## src/rtl/regfile_dump_serializer.sv

```systemverilog
// Register-bank dump serializer: snapshots the debug bus on a start request and
// streams a framed byte sequence (header, data bytes MSB-first per register,
// XOR checksum) over a valid/ready byte interface toward a UART transmitter.
module regfile_dump_serializer #(
    parameter int         NUMBER_OF_REGISTERS = 32,
    parameter int         REGISTERS_SIZE      = 32,
    parameter logic [7:0] HEADER_BYTE         = 8'hA5
) (
    input  logic                                          i_clk,
    input  logic                                          i_reset_n,
    input  logic                                          i_start,
    input  logic [NUMBER_OF_REGISTERS*REGISTERS_SIZE-1:0] i_Debugging,
    input  logic                                          i_tx_ready,
    output logic [7:0]                                    o_tx_data,
    output logic                                          o_tx_valid,
    output logic                                          o_busy,
    output logic                                          o_done
);

    localparam int BUS_W          = NUMBER_OF_REGISTERS * REGISTERS_SIZE;
    localparam int BYTES_PER_REG  = REGISTERS_SIZE / 8;
    localparam int BYTE_W         = (BYTES_PER_REG > 1) ? $clog2(BYTES_PER_REG) : 1;
    localparam int REG_W          = (NUMBER_OF_REGISTERS > 1) ? $clog2(NUMBER_OF_REGISTERS) : 1;
    localparam logic [BYTE_W-1:0] LAST_BYTE = BYTE_W'(BYTES_PER_REG - 1);
    localparam logic [REG_W-1:0]  LAST_REG  = REG_W'(NUMBER_OF_REGISTERS - 1);

    typedef enum logic [1:0] {IDLE, SEND, DONE} state_t;
    // Which part of the frame the byte currently on o_tx_data belongs to.
    typedef enum logic [1:0] {PH_HDR, PH_DATA, PH_CSUM} phase_t;

    state_t              state_q, state_d;
    phase_t              phase_q, phase_d;
    logic [BUS_W-1:0]    shadow_q, shadow_d;
    logic [BYTE_W-1:0]   byte_idx_q, byte_idx_d;
    logic [REG_W-1:0]    reg_idx_q, reg_idx_d;
    logic [7:0]          csum_q, csum_d;
    logic [7:0]          tx_data_q, tx_data_d;
    logic                tx_valid_q, tx_valid_d;
    logic                busy_q, busy_d;
    logic                done_q, done_d;

    logic [BYTE_W-1:0]          fetch_byte;
    logic [REG_W-1:0]           fetch_reg;
    logic [REGISTERS_SIZE-1:0]  fetch_word;
    logic [7:0]                 fetch_data;

    // Position and value of the data byte that follows the one being presented.
    always_comb begin
        fetch_byte = '0;
        fetch_reg  = '0;
        if (phase_q == PH_HDR) begin
            fetch_byte = '0;
            fetch_reg  = '0;
        end else if (byte_idx_q == LAST_BYTE) begin
            fetch_byte = '0;
            fetch_reg  = reg_idx_q + REG_W'(1);
        end else begin
            fetch_byte = byte_idx_q + BYTE_W'(1);
            fetch_reg  = reg_idx_q;
        end
        fetch_word = shadow_q[int'(fetch_reg)*REGISTERS_SIZE +: REGISTERS_SIZE];
        fetch_data = fetch_word[(BYTES_PER_REG - 1 - int'(fetch_byte))*8 +: 8];
    end

    // Next-state and registered-output computation for the frame FSM.
    always_comb begin
        state_d    = state_q;
        phase_d    = phase_q;
        shadow_d   = shadow_q;
        byte_idx_d = byte_idx_q;
        reg_idx_d  = reg_idx_q;
        csum_d     = csum_q;
        tx_data_d  = tx_data_q;
        tx_valid_d = tx_valid_q;
        busy_d     = busy_q;
        done_d     = 1'b0;

        case (state_q)
            IDLE: begin
                phase_d    = PH_HDR;
                byte_idx_d = '0;
                reg_idx_d  = '0;
                csum_d     = '0;
                tx_valid_d = 1'b0;
                busy_d     = 1'b0;
                if (i_start) begin
                    shadow_d   = i_Debugging;
                    state_d    = SEND;
                    tx_data_d  = HEADER_BYTE;
                    tx_valid_d = 1'b1;
                    busy_d     = 1'b1;
                end
            end
            SEND: begin
                if (tx_valid_q && i_tx_ready) begin
                    case (phase_q)
                        PH_HDR: begin
                            phase_d   = PH_DATA;
                            tx_data_d = fetch_data;
                        end
                        PH_DATA: begin
                            csum_d = csum_q ^ tx_data_q;
                            if (reg_idx_q == LAST_REG && byte_idx_q == LAST_BYTE) begin
                                phase_d   = PH_CSUM;
                                tx_data_d = csum_q ^ tx_data_q;
                            end else begin
                                byte_idx_d = fetch_byte;
                                reg_idx_d  = fetch_reg;
                                tx_data_d  = fetch_data;
                            end
                        end
                        default: begin
                            state_d    = DONE;
                            tx_data_d  = '0;
                            tx_valid_d = 1'b0;
                            busy_d     = 1'b0;
                            done_d     = 1'b1;
                        end
                    endcase
                end
            end
            DONE: begin
                state_d = IDLE;
            end
            default: begin
                state_d    = IDLE;
                tx_valid_d = 1'b0;
                busy_d     = 1'b0;
            end
        endcase
    end

    // State and output registers; reset aborts any frame without a done pulse.
    always_ff @(posedge i_clk or negedge i_reset_n) begin
        if (!i_reset_n) begin
            state_q    <= IDLE;
            phase_q    <= PH_HDR;
            shadow_q   <= '0;
            byte_idx_q <= '0;
            reg_idx_q  <= '0;
            csum_q     <= '0;
            tx_data_q  <= '0;
            tx_valid_q <= 1'b0;
            busy_q     <= 1'b0;
            done_q     <= 1'b0;
        end else begin
            state_q    <= state_d;
            phase_q    <= phase_d;
            shadow_q   <= shadow_d;
            byte_idx_q <= byte_idx_d;
            reg_idx_q  <= reg_idx_d;
            csum_q     <= csum_d;
            tx_data_q  <= tx_data_d;
            tx_valid_q <= tx_valid_d;
            busy_q     <= busy_d;
            done_q     <= done_d;
        end
    end

    assign o_tx_data  = tx_data_q;
    assign o_tx_valid = tx_valid_q;
    assign o_busy     = busy_q;
    assign o_done     = done_q;

endmodule

```

## config.mk

```make
export PLATFORM = sky130hd
export DESIGN_NAME = regfile_dump_serializer
export DESIGN_NICKNAME = d
export VERILOG_FILES = /design/src/rtl/regfile_dump_serializer.sv
export SDC_FILE = /design/constraint.sdc
export NUM_CORES = 2
export LEC_CHECK = 0
export ABC_AREA = 1
export CORE_AREA = 4 4 400 402
export CTS_CLUSTER_SIZE = 12
export DETAILED_ROUTE_END_ITERATION = 10
export DIE_AREA = 0 0 404 406
export HOLD_SLACK_MARGIN = 0.03
export SKIP_CTS_REPAIR_TIMING = 1
export SYNTH_ARGS = -nofsm -noshare
export SYNTH_HDL_FRONTEND = slang
export SYNTH_SLANG_ARGS = --single-unit
export TNS_END_PERCENT = 20
```

## constraint.sdc

```tcl
create_clock -name i_clk -period 5.8 [get_ports i_clk]
set_input_delay 1.16 -clock i_clk [delete_from_list [all_inputs] [get_ports i_clk]]
set_output_delay 1.16 -clock i_clk [all_outputs]
set_load 0.01 [all_outputs]
```

==> results.toml <==
[outcome]
status = "complete, but fails checks"
violations = "max-slew violations"

[clocking]
clk_latency_ps = 740
cts_tree = "built"
htree_num_levels = 3
cts.sink_count = 1053
cts.clk_slew.worst_paths_ps = 60
clk_path_buf_depth = 3
cts_buffers = 120
clock_tree.root_cell = "clkbuf_16"

[worst_setup_path]
r2r_cells = 16
cp_cell_sequence = "ha_1, nand2_4, nand3_4, buf_12, buf_4, nand2_1, o21ai_0, nand2_1, nand3_1, nand3_1, nand3_1, nand3_1, nand3_1, nand3_1, nand2_1, a21oi_1"
critical_path_class = "reg2reg"
crit_arrival_ps = 4650
worstPathRequired_ps = 6410
crit_top_cell = "nand3_1"
startpoint_type = "flip-flop"
critPathMaxStageDelay_ps = 500
crit_path_end_kind = "flip-flop"
crit_path_max_fanout = 76
slowest_stage = "buf_4"
cp.depth = 16
cp_num_buf_inv = 2
path_delay_family = "simple AND/OR/NAND/NOR gates"

[flow_run]
drv_cap = 0

[synthesis]
synth_mux_area_share_pct = 0
ys_ff_latch = 1053
synth_top_cell_area_share_pct = 52.44
avgSynthCellArea_um2 = 7.401
ys_types = 28
synth-xor-area-share_pct = 0.1394
synth_top_family_by_area = "simple AND/OR/NAND/NOR gates"
synthCells = 6789
synthFlopType = "dfrtp_1"
seq_area_frac_synth_pct = 52.44
synthesis.nets = 7820
yosys.area.top_type = "dfrtp_1"
netlist_top_cells_count = "nand2_1 (3180), dfrtp_1 (1053), o21ai_0 (851)"
synth-simple-area-share_pct = 30.40
synthArstFlopShare_pct = 100.0
yosys-top-cells-area = "dfrtp_1 (52%), nand2_1 (24%), o21ai_0 (8.5%)"
synth-edff-count = 0
synth_compound_area_share_pct = 9.472
synth.most_common_cell = "nand2_1"
yosys_warnings = 0
syn-cell-area_mm2 = 0.05025
synth_fa_ha_area_share_pct = 0.07470

[global_route]
antenna_found_initial = 73
grt_usage_pct = 27.76
grt_pass1_vias = 46910
grt_first_pass_wirelength_um = 331600
gr-total-overflow = 0
grt_max_degree = 210

[sta]
tns_ps = 0
worst_slew_pin_slew_ps = 1721
fin_crit_ps = 4042
slew_viol_final = 109
max-slew-margin-rel_pct = -14.72
rsz0062_at_grt = "no"
fin_crit_sh_pct = 69.68
setup_viol = 0
fin_skew_ps = 28.13
finalHoldViolations = 0
fmax_ghz = 0.2474

[route]
drt_pre_antenna_iters = 6
vias_per_cell = 4.967
routed_wirelength_um = 236100
drt_iter0_drc = 5241
routedWlPerCell_um = 24.19
num_vias = 48480
drcViolationCount = 0
drtAntennaViolNets = 0

[floorplanning]
io_pins = 1039
core_area_mm2 = 0.1560
rows = 145
die_h_um = 406
initial_core_util_pct = 32.21
die_w_um = 404
die_area_mm2 = 0.1640

[layout]
syn_to_final_growth_pct = 32.22
drive_gt1_share_pct = 3.628
nets = 8600

[placed_design]
finalWeightedCongestion = 0.8930
numPortBuffers = 1038
post-dp-hpwl_um = 173500

[power_and_ir_drop]
power_density_mw_per_mm2 = 241.5
worst_ir_drop_vdd_mv = 0.2343
power.leakage_uw = 0.03182
power_uw = 16050

[worst_hold_path]
min_path_type = "reg2reg"
holdPathStages = 2
-- cell families after synthesis --
family                   Yosys count
AO/OA/AOI/OAI                    942
flip-flops                      1053
adder cells (fa/ha/maj)            3
buffers and inverters            934
XOR/XNOR                           8
AND/OR/NAND/NOR                 3849
-- worst paths after layout --
kind,startpoint,end,slack [ps]
max,byte_idx_q[0],o_tx_data[2],1760
min,shadow_q[508],shadow_q[508],470
max reg2reg,byte_idx_q[0],o_tx_data[2],1760
min reg2reg,shadow_q[508],shadow_q[508],470
max in group asynchronous,i_reset_n,shadow_q[69],3830
min in group asynchronous,i_reset_n,shadow_q[155],480
-- cells in the final DEF (no fill, tap or decap), types with 2 or more instances in the layout --
cell type / instances
a21oi_1: 20
buf_12: 40
buf_4: 37
bufinv_16: 6
clkbuf_1: 32
clkbuf_16: 122
clkbuf_8: 28
clkdlybuf4s50_1: 1037
clkinv_1: 3
clkinv_2: 17
clkinv_4: 2
clkinvlp_4: 8
dfrtp_1: 1053
diode_2: 38
ha_1: 3
inv_1: 470
nand2_1: 3178
nand2_4: 3
nand3_1: 631
nor2_1: 26
nor2_4: 3
nor3_1: 3
nor3_2: 2
o211ai_1: 7
o21ai_0: 851
o21ai_1: 53
o31ai_1: 8
xnor2_1: 8
-- routing by layer --
layer | vias to the layer above | track usage, % | part of all wire (%)
met2 | 1867 | 45.22 | 47
li1 | 22870 | - | -
met5 | - | 0 | 0.11
met3 | 366 | 5.047 | 6.7
met1 | 23330 | 36.71 | 42
met4 | 38 | 10.99 | 4.1
-- registers in the layout, summed over array words and instances, names as in the netlist --
name,count
phase_q,2
o_done,1
reg_idx_q,5
o_tx_data,8
byte_idx_q,2
state_q,2
csum_q,8
o_busy,1
shadow_q,1024
-- worst register-to-register path: stages, from the launching register on --
cell and delay [ps]:
dfrtp_1 380, ha_1 430, nand2_4 340, nand3_4 360, buf_12 320, buf_4 620, nand2_1 100, o21ai_0 200
nand2_1 100, nand3_1 160, nand3_1 190, nand3_1 150, nand3_1 170, nand3_1 150, nand3_1 110, nand2_1 90
a21oi_1 60
-- area by class of cell --
class | instances | area, um^2
Timing Repair Buffer | 1115 | 11470
Fill cell | 15900 | 89590
Sequential cell | 1053 | 26350
Antenna cell | 38 | 95.09
Inverter | 477 | 1802
Multi-Input combinational cell | 4802 | 20210
Clock inverter | 34 | 376.6
Clock buffer | 182 | 3558
Tap cell | 2058 | 2575
-- where the power goes --
part           total [uW]  internal (uW)  switching [uW]
logic                 990            618             372
registers            7350           7350               0
clock network        7710           4470            3240
total               16000          12400            3620
-- through the flow --
| stage | std cells | instance area [um^2] | setup WS, ps | util [%] | hold slack, ps |
|---|---|---|---|---|---|
| finish | 9759 | 66440 | 1758 | 42.58 | 471.0 |
| global route | 9748 | 66410 | 1448 | 42.56 | 490.0 |
| CTS | 9720 | 66320 | 1540 | 42.51 | 461.6 |
| detailed placement | 9504 | 62390 | 1571 | 39.98 | 459.4 |
| global placement | 9504 | 62390 | 1577 | 39.98 | 456.3 |
| floorplan | 6789 | 50250 | 3461 | - | 443.6 |
No activity file was read; power rests on OpenSTA's default activity.
